==> src/rtl/hs32_decode2_pipe_if.sv <==
// Signal bundle for the second decode stage: decode1 packet in, regfile/forward/scoreboard taps,
// registered packet out to execute, and the stall counter.
interface hs32_decode2_pipe_if #(
   parameter int XLEN = 32,
   parameter int SHW  = $clog2(XLEN),
   parameter int NFWD = 2,
   parameter int NHZ  = 3,
   parameter int CNTW = 16
);
   localparam int FSW = $clog2(NFWD + 1);

   logic                 flush_i;
   logic                 in_vld;
   logic                 in_rdy;
   logic [4:0]           in_opc;
   logic [3:0]           in_rd;
   logic [3:0]           in_rm;
   logic [XLEN-1:0]      in_d2;
   logic [FSW-1:0]       in_fsel;
   logic [SHW-1:0]       in_shl;
   logic [SHW-1:0]       in_shr;
   logic                 in_maskl;
   logic                 in_maskr;
   logic                 in_sext;
   logic                 in_ror;
   logic [3:0]           rp_addr;
   logic [XLEN-1:0]      rp_data;
   logic [XLEN*NFWD-1:0] fwd_data;
   logic [NHZ-1:0]       haz_vld;
   logic [4*NHZ-1:0]     haz_rd;
   logic [NHZ-1:0]       haz_fwdok;
   logic                 out_vld;
   logic                 out_rdy;
   logic [XLEN-1:0]      out_d1;
   logic [XLEN-1:0]      out_d2;
   logic [3:0]           out_rd;
   logic                 out_we1;
   logic                 out_isldr;
   logic                 out_isstr;
   logic                 out_neg;
   logic                 out_sub;
   logic                 out_cen;
   logic                 out_fwe;
   logic [1:0]           out_opr;
   logic [NHZ-1:0]       out_fwd;
   logic                 out_s2fwdok;
   logic [CNTW-1:0]      stall_cnt;
   logic                 cnt_clr;

   modport slave (
      input  flush_i, in_vld, in_opc, in_rd, in_rm, in_d2, in_fsel, in_shl, in_shr,
             in_maskl, in_maskr, in_sext, in_ror, rp_data, fwd_data,
             haz_vld, haz_rd, haz_fwdok, out_rdy, cnt_clr,
      output in_rdy, rp_addr, out_vld, out_d1, out_d2, out_rd, out_we1, out_isldr,
             out_isstr, out_neg, out_sub, out_cen, out_fwe, out_opr, out_fwd,
             out_s2fwdok, stall_cnt
   );

   modport master (
      output flush_i, in_vld, in_opc, in_rd, in_rm, in_d2, in_fsel, in_shl, in_shr,
             in_maskl, in_maskr, in_sext, in_ror, rp_data, fwd_data,
             haz_vld, haz_rd, haz_fwdok, out_rdy, cnt_clr,
      input  in_rdy, rp_addr, out_vld, out_d1, out_d2, out_rd, out_we1, out_isldr,
             out_isstr, out_neg, out_sub, out_cen, out_fwe, out_opr, out_fwd,
             out_s2fwdok, stall_cnt
   );
endinterface

==> src/rtl/hs32_decode2_pipe.sv <==
// Second decode stage: Rm read, Rn forward select + shift/rotate, Rm hazard scoreboard check,
// ALU control decode, and a valid/ready output register with flush and a saturating stall counter.
module hs32_decode2_pipe #(
   parameter int XLEN = 32,
   parameter int SHW  = $clog2(XLEN),
   parameter int NFWD = 2,
   parameter int NHZ  = 3,
   parameter int CNTW = 16
) (
   input  logic               clk,
   input  logic               nrst,
   hs32_decode2_pipe_if.slave bus
);
   localparam int FSW = $clog2(NFWD + 1);

   logic                   w_isalu, w_issub, w_iscen, w_isbic, w_ismov;
   logic                   w_isldr, w_isstr, w_islsu;
   logic [1:0]             w_opr;
   logic [XLEN-1:0]        w_src [NFWD+1];
   logic [XLEN-1:0]        w_d2src;
   logic [2*XLEN-1:0]      w_rot2;
   logic [XLEN-1:0]        w_lsr;
   logic signed [XLEN-1:0] w_asr;
   logic [XLEN-1:0]        w_shr;
   logic [XLEN-1:0]        w_shl;
   logic [XLEN-1:0]        w_d2;
   logic [XLEN-1:0]        w_d1;
   logic                   w_s2fwdok;
   logic [NHZ-1:0]         w_match, w_block, w_hit, w_fwd;
   logic                   w_hazard;
   logic                   w_in_rdy;
   logic                   w_load;

   logic                   r_out_vld;
   logic [XLEN-1:0]        r_out_d1, r_out_d2;
   logic [3:0]             r_out_rd;
   logic                   r_out_we1, r_out_isldr, r_out_isstr;
   logic                   r_out_neg, r_out_sub, r_out_cen, r_out_fwe;
   logic [1:0]             r_out_opr;
   logic [NHZ-1:0]         r_out_fwd;
   logic                   r_out_s2fwdok;
   logic [CNTW-1:0]        r_stall_cnt;

   always_comb begin
      w_isalu = bus.in_opc[4];
      w_issub = w_isalu & ~bus.in_opc[2] & bus.in_opc[1];
      w_iscen = w_isalu & ~bus.in_opc[2] & bus.in_opc[0];
      w_isbic = w_isalu & (bus.in_opc[2:0] == 3'b101);
      w_ismov = (bus.in_opc[4:2] == 3'b000);
      w_isldr = (bus.in_opc == 5'b01000);
      w_isstr = (bus.in_opc == 5'b01001);
      w_islsu = w_isldr | w_isstr;
      if (w_ismov || w_islsu)   w_opr = 2'd0;
      else if (!bus.in_opc[2])  w_opr = 2'd0;
      else if (!bus.in_opc[1])  w_opr = 2'd1;
      else if (!bus.in_opc[0])  w_opr = 2'd2;
      else                      w_opr = 2'd3;
   end

   // Source 0 is the decode1 operand, source k is forwarding slice k-1.
   assign w_src[0] = bus.in_d2;
   generate
      for (genvar gi = 0; gi < NFWD; gi++) begin : g_fwd_src
         assign w_src[gi+1] = bus.fwd_data[gi*XLEN +: XLEN];
      end
   endgenerate

   always_comb begin
      w_d2src = '0;
      for (int k = 0; k <= NFWD; k++) begin
         if (bus.in_fsel == FSW'(k)) w_d2src = w_src[k];
      end
   end

   assign w_rot2 = {w_d2src, w_d2src} >> bus.in_shr;
   assign w_lsr  = w_d2src >> bus.in_shr;
   assign w_asr  = $signed(w_d2src) >>> bus.in_shr;
   assign w_shr  = bus.in_sext ? w_asr : w_lsr;
   assign w_shl  = w_d2src << bus.in_shl;
   assign w_d2   = bus.in_ror ? w_rot2[XLEN-1:0]
                              : ((w_shr & {XLEN{bus.in_maskr}}) | (w_shl & {XLEN{bus.in_maskl}}));
   assign w_d1   = w_ismov ? '0 : bus.rp_data;
   assign w_s2fwdok = !w_islsu && (bus.in_shl == SHW'(0)) && (bus.in_shr == SHW'(0)) && !bus.in_ror;

   generate
      for (genvar gi = 0; gi < NHZ; gi++) begin : g_haz
         assign w_match[gi] = bus.haz_vld[gi] && (bus.haz_rd[gi*4 +: 4] == bus.in_rm);
      end
   endgenerate

   assign w_block  = w_match & ~bus.haz_fwdok;
   assign w_hit    = w_match & bus.haz_fwdok;
   assign w_hazard = |w_block;
   // Isolating the lowest set bit gives priority to the nearest downstream stage.
   assign w_fwd    = w_hit & (~w_hit + NHZ'(1));

   assign w_in_rdy = (!r_out_vld || bus.out_rdy) && !w_hazard && !bus.flush_i;
   assign w_load   = bus.in_vld && w_in_rdy;

   always_ff @(posedge clk or negedge nrst) begin
      if (!nrst) begin
         r_out_vld     <= 1'b0;
         r_out_d1      <= '0;
         r_out_d2      <= '0;
         r_out_rd      <= '0;
         r_out_we1     <= 1'b0;
         r_out_isldr   <= 1'b0;
         r_out_isstr   <= 1'b0;
         r_out_neg     <= 1'b0;
         r_out_sub     <= 1'b0;
         r_out_cen     <= 1'b0;
         r_out_fwe     <= 1'b0;
         r_out_opr     <= '0;
         r_out_fwd     <= '0;
         r_out_s2fwdok <= 1'b0;
      end else if (bus.flush_i) begin
         r_out_vld <= 1'b0;
      end else if (w_load) begin
         r_out_vld     <= 1'b1;
         r_out_d1      <= w_d1;
         r_out_d2      <= w_d2;
         r_out_rd      <= bus.in_rd;
         r_out_we1     <= !w_islsu;
         r_out_isldr   <= w_isldr;
         r_out_isstr   <= w_isstr;
         r_out_neg     <= w_isbic | w_issub;
         r_out_sub     <= w_issub;
         r_out_cen     <= w_iscen;
         r_out_fwe     <= bus.in_opc[4];
         r_out_opr     <= w_opr;
         r_out_fwd     <= w_fwd;
         r_out_s2fwdok <= w_s2fwdok;
      end else if (bus.out_rdy) begin
         r_out_vld <= 1'b0;
      end
   end

   always_ff @(posedge clk or negedge nrst) begin
      if (!nrst) begin
         r_stall_cnt <= '0;
      end else if (bus.cnt_clr) begin
         r_stall_cnt <= '0;
      end else if (bus.in_vld && w_hazard && !bus.flush_i && !(&r_stall_cnt)) begin
         r_stall_cnt <= r_stall_cnt + CNTW'(1);
      end
   end

   assign bus.in_rdy      = w_in_rdy;
   assign bus.rp_addr     = bus.in_rm;
   assign bus.out_vld     = r_out_vld;
   assign bus.out_d1      = r_out_d1;
   assign bus.out_d2      = r_out_d2;
   assign bus.out_rd      = r_out_rd;
   assign bus.out_we1     = r_out_we1;
   assign bus.out_isldr   = r_out_isldr;
   assign bus.out_isstr   = r_out_isstr;
   assign bus.out_neg     = r_out_neg;
   assign bus.out_sub     = r_out_sub;
   assign bus.out_cen     = r_out_cen;
   assign bus.out_fwe     = r_out_fwe;
   assign bus.out_opr     = r_out_opr;
   assign bus.out_fwd     = r_out_fwd;
   assign bus.out_s2fwdok = r_out_s2fwdok;
   assign bus.stall_cnt   = r_stall_cnt;
endmodule

==> src/flat_wrapper.sv <==
// flat-port wrapper written by rule: the top's interface ports become plain ports
module hs32_decode2_pipe_flat 
#(
   parameter int XLEN = 32,
   parameter int SHW  = $clog2(XLEN),
   parameter int NFWD = 2,
   parameter int NHZ  = 3,
   parameter int CNTW = 16
)
  (clk, nrst, bus_flush_i, bus_in_vld, bus_in_opc, bus_in_rd, bus_in_rm, bus_in_d2, bus_in_fsel, bus_in_shl, bus_in_shr, bus_in_maskl, bus_in_maskr, bus_in_sext, bus_in_ror, bus_rp_data, bus_fwd_data, bus_haz_vld, bus_haz_rd, bus_haz_fwdok, bus_out_rdy, bus_cnt_clr, bus_in_rdy, bus_rp_addr, bus_out_vld, bus_out_d1, bus_out_d2, bus_out_rd, bus_out_we1, bus_out_isldr, bus_out_isstr, bus_out_neg, bus_out_sub, bus_out_cen, bus_out_fwe, bus_out_opr, bus_out_fwd, bus_out_s2fwdok, bus_stall_cnt);
  hs32_decode2_pipe_if #(.XLEN(XLEN), .SHW(SHW), .NFWD(NFWD), .NHZ(NHZ), .CNTW(CNTW)) bus_i ();
  input  logic clk;
  input  logic nrst;
  input wire logic [$bits(bus_i.flush_i)-1:0] bus_flush_i;
  input wire logic [$bits(bus_i.in_vld)-1:0] bus_in_vld;
  input wire logic [$bits(bus_i.in_opc)-1:0] bus_in_opc;
  input wire logic [$bits(bus_i.in_rd)-1:0] bus_in_rd;
  input wire logic [$bits(bus_i.in_rm)-1:0] bus_in_rm;
  input wire logic [$bits(bus_i.in_d2)-1:0] bus_in_d2;
  input wire logic [$bits(bus_i.in_fsel)-1:0] bus_in_fsel;
  input wire logic [$bits(bus_i.in_shl)-1:0] bus_in_shl;
  input wire logic [$bits(bus_i.in_shr)-1:0] bus_in_shr;
  input wire logic [$bits(bus_i.in_maskl)-1:0] bus_in_maskl;
  input wire logic [$bits(bus_i.in_maskr)-1:0] bus_in_maskr;
  input wire logic [$bits(bus_i.in_sext)-1:0] bus_in_sext;
  input wire logic [$bits(bus_i.in_ror)-1:0] bus_in_ror;
  input wire logic [$bits(bus_i.rp_data)-1:0] bus_rp_data;
  input wire logic [$bits(bus_i.fwd_data)-1:0] bus_fwd_data;
  input wire logic [$bits(bus_i.haz_vld)-1:0] bus_haz_vld;
  input wire logic [$bits(bus_i.haz_rd)-1:0] bus_haz_rd;
  input wire logic [$bits(bus_i.haz_fwdok)-1:0] bus_haz_fwdok;
  input wire logic [$bits(bus_i.out_rdy)-1:0] bus_out_rdy;
  input wire logic [$bits(bus_i.cnt_clr)-1:0] bus_cnt_clr;
  output wire logic [$bits(bus_i.in_rdy)-1:0] bus_in_rdy;
  output wire logic [$bits(bus_i.rp_addr)-1:0] bus_rp_addr;
  output wire logic [$bits(bus_i.out_vld)-1:0] bus_out_vld;
  output wire logic [$bits(bus_i.out_d1)-1:0] bus_out_d1;
  output wire logic [$bits(bus_i.out_d2)-1:0] bus_out_d2;
  output wire logic [$bits(bus_i.out_rd)-1:0] bus_out_rd;
  output wire logic [$bits(bus_i.out_we1)-1:0] bus_out_we1;
  output wire logic [$bits(bus_i.out_isldr)-1:0] bus_out_isldr;
  output wire logic [$bits(bus_i.out_isstr)-1:0] bus_out_isstr;
  output wire logic [$bits(bus_i.out_neg)-1:0] bus_out_neg;
  output wire logic [$bits(bus_i.out_sub)-1:0] bus_out_sub;
  output wire logic [$bits(bus_i.out_cen)-1:0] bus_out_cen;
  output wire logic [$bits(bus_i.out_fwe)-1:0] bus_out_fwe;
  output wire logic [$bits(bus_i.out_opr)-1:0] bus_out_opr;
  output wire logic [$bits(bus_i.out_fwd)-1:0] bus_out_fwd;
  output wire logic [$bits(bus_i.out_s2fwdok)-1:0] bus_out_s2fwdok;
  output wire logic [$bits(bus_i.stall_cnt)-1:0] bus_stall_cnt;
  assign bus_i.flush_i = bus_flush_i;
  assign bus_i.in_vld = bus_in_vld;
  assign bus_i.in_opc = bus_in_opc;
  assign bus_i.in_rd = bus_in_rd;
  assign bus_i.in_rm = bus_in_rm;
  assign bus_i.in_d2 = bus_in_d2;
  assign bus_i.in_fsel = bus_in_fsel;
  assign bus_i.in_shl = bus_in_shl;
  assign bus_i.in_shr = bus_in_shr;
  assign bus_i.in_maskl = bus_in_maskl;
  assign bus_i.in_maskr = bus_in_maskr;
  assign bus_i.in_sext = bus_in_sext;
  assign bus_i.in_ror = bus_in_ror;
  assign bus_i.rp_data = bus_rp_data;
  assign bus_i.fwd_data = bus_fwd_data;
  assign bus_i.haz_vld = bus_haz_vld;
  assign bus_i.haz_rd = bus_haz_rd;
  assign bus_i.haz_fwdok = bus_haz_fwdok;
  assign bus_i.out_rdy = bus_out_rdy;
  assign bus_i.cnt_clr = bus_cnt_clr;
  assign bus_in_rdy = bus_i.in_rdy;
  assign bus_rp_addr = bus_i.rp_addr;
  assign bus_out_vld = bus_i.out_vld;
  assign bus_out_d1 = bus_i.out_d1;
  assign bus_out_d2 = bus_i.out_d2;
  assign bus_out_rd = bus_i.out_rd;
  assign bus_out_we1 = bus_i.out_we1;
  assign bus_out_isldr = bus_i.out_isldr;
  assign bus_out_isstr = bus_i.out_isstr;
  assign bus_out_neg = bus_i.out_neg;
  assign bus_out_sub = bus_i.out_sub;
  assign bus_out_cen = bus_i.out_cen;
  assign bus_out_fwe = bus_i.out_fwe;
  assign bus_out_opr = bus_i.out_opr;
  assign bus_out_fwd = bus_i.out_fwd;
  assign bus_out_s2fwdok = bus_i.out_s2fwdok;
  assign bus_stall_cnt = bus_i.stall_cnt;
  hs32_decode2_pipe #(.XLEN(XLEN), .SHW(SHW), .NFWD(NFWD), .NHZ(NHZ), .CNTW(CNTW)) u_core (.clk(clk), .nrst(nrst), .bus(bus_i));
endmodule
==> config.mk <==
export PLATFORM = sky130hd
export DESIGN_NAME = hs32_decode2_pipe_flat
export DESIGN_NICKNAME = d
export VERILOG_FILES = /design/src/rtl/hs32_decode2_pipe_if.sv /design/src/rtl/hs32_decode2_pipe.sv /design/src/flat_wrapper.sv
export SDC_FILE = /design/constraint.sdc
export NUM_CORES = 1
export LEC_CHECK = 0
export BUFFER_PORTS_ARGS = -buffer_cell sky130_fd_sc_hd__buf_4
export CAP_MARGIN = 20
export CORE_AREA = 5 5 149 151
export DETAILED_ROUTE_END_ITERATION = 6
export DIE_AREA = 0 0 154 156
export MAX_ROUTING_LAYER = met4
export PLACE_DENSITY = 0.88
export SLEW_MARGIN = 40
export SYNTH_ARGS = -nofsm -noshare
export SYNTH_HDL_FRONTEND = slang
export SYNTH_SLANG_ARGS = --single-unit
==> constraint.sdc <==
create_clock -name clk -period 3.1 [get_ports clk]
set_clock_uncertainty 0.05 [all_clocks]
set_input_delay 0.62 -clock clk [delete_from_list [all_inputs] [get_ports clk]]
set_output_delay 0.62 -clock clk [all_outputs]
set_load 0.05 [all_outputs]
== Word level (Yosys, flattened, before mapping) ==
Cells that the tools add are included.
Word-level totals
  flip-flop bits (word level): 98
  output and inout bits: 103
Operators by class
  $add $sub $neg: 2
  equal/unequal tests: 8
  shift-type cells: 4
  multiplexer cells: 15
  bitwise logic cells: 16
  reductions and logical operators: 29
Operators by type and width (number)
  32-bit two-way mux: 6
  32-bit bitwise AND: 2
  64-bit by 5-bit right shift with 32-bit output: 1
  16-bit two-way mux: 2
  32-bit bitwise OR: 1
  32-bit by 5-bit << shifter with 32-bit output: 1
  32-bit by 5-bit right shift with 32-bit output: 1
  32-bit by 5-bit >>> shifter with 32-bit output: 1
  16-bit by 1-bit adder with 16-bit output, second input constant: 1
  16-bit AND reduction: 1
  4-bit equality test: 3
  1-bit logical AND: 12
  5-bit by 4-bit equality test with 1-bit output, second input constant: 2
  5-bit logical NOT: 2
  3-bit bitwise AND: 3
  1-bit logical NOT: 6
  2-bit two-way mux: 3
  3-bit inverter: 2
  1-bit bitwise AND: 4
  1-bit two-way mux: 4
  3-bit by 1-bit adder with 3-bit output, second input constant: 1
  3-bit equality test, second input constant: 1
  3-bit logical NOT: 1
  3-bit nonzero test: 1
  9 further kinds: 12

== Longest topological paths before layout ==
  depth after elaboration: 10
  gate-level depth with buffers: 12

== Least setup slack after synthesis ==
No wires, ideal clock.
  path type: input-to-reg
  from: in bus_in_fsel[0]
  to: reg u_core.r_out_d2[16], in the netlist u_core.bus.out_d2[16]
  library setup time: 0.132 ns
  arrival time: 2.889 ns
  data required time: 2.918 ns
  setup slack: 0.028 ns
  cell stages on the path: 9
  path through: buf_4 > buf_6 > clkbuf_1 > mux2_2 > mux4_2 > mux4_2 > and2_0 > o21ai_0 > o211ai_1
Between the ends
  cells in the longest elaborated chain, start to end: 9
  elaborated cells on any way between the ends: 15
RTL lines
  start: declaration: line flat_wrapper.sv:20  | input wire logic [$bits(bus_i.in_fsel)-1:0] bus_in_fsel;
  2-bit logical NOT: line hs32_decode2_pipe.sv:71  | if (bus.in_fsel == FSW'(k)) w_d2src = w_src[k];
  32-bit two-way mux (2 in series): line hs32_decode2_pipe.sv:71
  32-bit two-way mux (*): line hs32_decode2_pipe.sv:71
  32-bit by 5-bit right shift with 32-bit output / 32-bit by 5-bit >>> shifter with 32-bit output (equally long branches): line hs32_decode2_pipe.sv:76, hs32_decode2_pipe.sv:77
  32-bit two-way mux: line hs32_decode2_pipe.sv:78  | assign w_shr = bus.in_sext ? w_asr : w_lsr;
  32-bit bitwise AND: line hs32_decode2_pipe.sv:81  | : ((w_shr & {XLEN{bus.in_maskr}}) | (w_shl & {XLEN{bus.in_maskl}}));
  32-bit bitwise OR: line hs32_decode2_pipe.sv:81
  32-bit two-way mux (*): line hs32_decode2_pipe.sv:80  | assign w_d2 = bus.in_ror ? w_rot2[XLEN-1:0]
  end signal: assignment: line hs32_decode2_pipe.sv:121  | r_out_d2 <= w_d2;
  end: declaration: line hs32_decode2_pipe.sv:35  | logic [XLEN-1:0] r_out_d1, r_out_d2;
Every way passes the cells marked *; elsewhere a longest branch is shown, timed or not.
A chain may end at the register's enable or synchronous reset.

== Worst setup path in the final report ==
  from: in bus_in_fsel[0]
  to: reg u_core.r_out_d2[26], in the netlist u_core.bus.out_d2[26]
The elaborated chain is that of the path after synthesis.

==> impl_metrics.csv <==
group,metric,value,unit
layout,area_growth,36.89,%
yosys,yosysSeqAreaShare,21.93,%
clocking,htree_levels,3,
worst_setup_path,worstPathRequired,3290,ps
detailed_routing,wirelength,50280,um
detailed_routing,wire_per_inst,25.69,um
place,place_congestion,1.094,
worst_setup_path,path_class,"primary input to flip-flop",
place,io_buffers,283,
min_path,hp-class,"primary input to async pin",
detailed_routing,drc,0,
pwr,p_leak,6.858,nW
worst_setup_path,rr_startpoint,"u_core.bus.stall_cnt[4]",
die,start_util,54.05,%
layout,nets,1859,
timing,period_share,98.41,%
timing,period_needed,3051,ps
run_status,outcome,"finished clean",
clocking,cts_buffer_depth,2,
die,dieArea,0.02402,mm2
place,dp_cells,1941,
yosys,yosys-top-cells-count,"nand2_1, nor2_1, dfrtp_1, mux4_2, mux2i_1",
die,die_h,156,um
yosys,async_reset_ff_share,100.0,%
die,ios,284,
clocking,cts_tree,"yes",
clocking,insertion_delay,350,ps
die,core-area,0.02069,mm2
global_route,grt_pass1_vias,12770,
pwr,vdd_drop_max,0.0003288,V
yosys,synth.area.top_cells,"dfrtp_1, mux4_2, mux2i_1",
timing,fin_hold_ws,269.2,ps
yosys,synth_edf_count,0,
clocking,hold_buffers,0,
timing,drv_slew,0,
global_route,grt_pass1_wl,75570,um
clocking,clk_pin_slew,80,ps
detailed_routing,via_count,13220,
yosys,yosysMostFrequentCell,"nand2_1",
worst_setup_path,end_kind,"flip-flop",
run,maxCapViolations,0,
clocking,cts_sinks,98,
yosys,synth_top_cell_by_area,"dfrtp_1",
detailed_routing,firstDrtPassIters,6,
yosys,ys_ff_latch,98,
timing,max_freq,0.3278,GHz
layout,drive_gt1_share,39.89,%
yosys,ys.flop_type,"dfrtp_1",
yosys,synth_area_per_cell,8.784,um2
die,rows,53,
worst_setup_path,rrSetupSlack,510,ps
layout,multi_input_comb_area,0.008175,mm2
worst_setup_path,timing.rr.end,"u_core.bus.stall_cnt[11]",
clocking,ctsRootBufferMaster,"clkbuf_16",
pwr,power_density,411.8,mW/mm2
yosys,netlist_instances,1273,
timing,fin_tns_setup,0,ps
detailed_routing,avgViaCountPerCell,6.755,
place,dpl.hpwl,40860,um
timing,grt_setup_unrepaired,"true",
timing,setup_violations,0,
die,die_w,154,um
layout,utilization,73.98,%
worst_setup_path,crit_arrival,3240,ps
detailed_routing,drt_iter0_markers,1879,
layout,insertedDiodeCount,0,
worst_setup_path,worst_r2r_path_depth,7,
timing,worstMarginPinSlew,684.5,ps
worst_setup_path,start_kind,"primary input",
yosys,ys_warn_count,0,
layout,fillerInstances,1550,
global_route,grtUsageTotal,41.34,%
detailed_routing,ant_nets,0,
yosys,syn_area,0.01118,mm2
clocking,post_cts_buffers,0,
yosys,syn_nets,1455,
global_route,grt_overflow,0,
yosys,yosysTopAreaCellShare,21.93,%
layout,regArea,0.002452,mm2
yosys,synth_cell_types,75,
global_route,antenna_found_initial,0,
timing,slew-limit-headroom,54.20,%
layout,final_cell_count_no_fill,1957,
global_route,grt_max_degree,99,
worst_setup_path,crit_fanout,29,
timing,hold_viol_final,0,
clocking,numCtsBuffers,9,
## layout make-up
type,instances,share of cell area [%]
timing repair buffer,506,25.63
clock buffer,9,1.471
sequential,98,16.02
tap,275,2.248
inverter,23,0.5640
clock inverter,7,0.6539
multi-input combinational,1039,53.41
## sequential cells by signal (all words and copies together), names as in the netlist
register / flops
u_core.bus.out_d1: 32
u_core.bus.out_d2: 32
u_core.bus.stall_cnt: 16
u_core.bus.out_rd: 4
u_core.bus.out_fwd: 3
u_core.bus.out_opr: 2
u_core.bus.out_cen: 1
u_core.bus.out_fwe: 1
u_core.bus.out_isldr: 1
u_core.bus.out_isstr: 1
u_core.bus.out_neg: 1
u_core.bus.out_s2fwdok: 1
u_core.bus.out_sub: 1
u_core.bus.out_vld: 1
u_core.bus.out_we1: 1
## where the power goes
part	internal (W)	switching (W)	total (W)
Sequential	0.00147	0.000144	0.00162
Clock	0.000652	0.000567	0.00122
Combinational	0.00137	0.00210	0.00347
Total	0.00350	0.00281	0.00630
## worst max path at each step
stage,from,end,slack (ps),cells past startpoint
3_5_place_dp,bus_in_fsel[0],u_core.bus.out_d2[24],-370,10
2_1_floorplan,bus_in_fsel[0],u_core.bus.out_d2[16],30,9
6_report,bus_in_fsel[0],u_core.bus.out_d2[26],50,10
4_1_cts,bus_in_fsel[0],u_core.bus.out_d2[14],40,10
3_3_place_gp,bus_in_fsel[0],u_core.bus.out_d2[24],-320,10
5_1_grt,bus_in_fsel[0],u_core.bus.out_d2[14],-9,10
## layer usage
metal | vias to the layer above | global-route usage, % | share of wire, %
met1 | 6205 | 49.83 | 36
li1 | 5687 | - | -
met3 | 224 | 7.018 | 11
met4 | 0 | 23.84 | 7.0
met2 | 1104 | 65.83 | 46
met5 | - | - | 0
## per-stage QoR
| stage | total power (W) | cell area (um2) | worst slack [ps] |
|---|---|---|---|
| floorplan | 0.003560 | 11180 | 28.12 |
| global route | 0.006501 | 15310 | -8.536 |
| detailed placement | 0.005022 | 14940 | -366.1 |
| CTS | 0.006220 | 15270 | 42.23 |
| finish | 0.006303 | 15310 | 49.32 |
| global placement | 0.004975 | 14940 | -319.0 |
## what timing repair did
item | CTS | global route
resized for setup | 1 | 10
cloned | 0 | 0
setup endpoints to repair | 1 | 9
## placed cells by master, fill, tap and decap left out, types with 27 or more instances in the layout
master	count
buf_4	496
nand2_1	162
nor2_1	123
mux4_2	98
dfrtp_1	98
mux2i_1	79
nand3_1	62
o21ai_0	50
nand2b_1	38
o22ai_1	38
a21oi_1	32
mux2_2	27
## logic make-up after synthesis
| logic type | after synthesis | share of synthesized area [%] |
|---|---|---|
| AND/OR/NAND/NOR | 508 | 21.52 |
| flip-flops | 98 | 21.93 |
| adder cells (fa/ha/maj) | 1 | 0.1119 |
| AO/OA/AOI/OAI | 297 | 19.19 |
| buffers and inverters | 136 | 5.371 |
| multiplexers | 210 | 30.08 |
| XOR/XNOR | 23 | 1.801 |
## critical path, cell delays in order
cell       delay [ps]
buf_4             140
buf_12            200
mux2i_1           550
buf_4             230
o2bb2ai_1          70
mux4_2            550
mux2_2            330
a211oi_1          260
and3b_1           220
a211oi_1           50
Note: power is estimated with default switching activity, not from simulation.
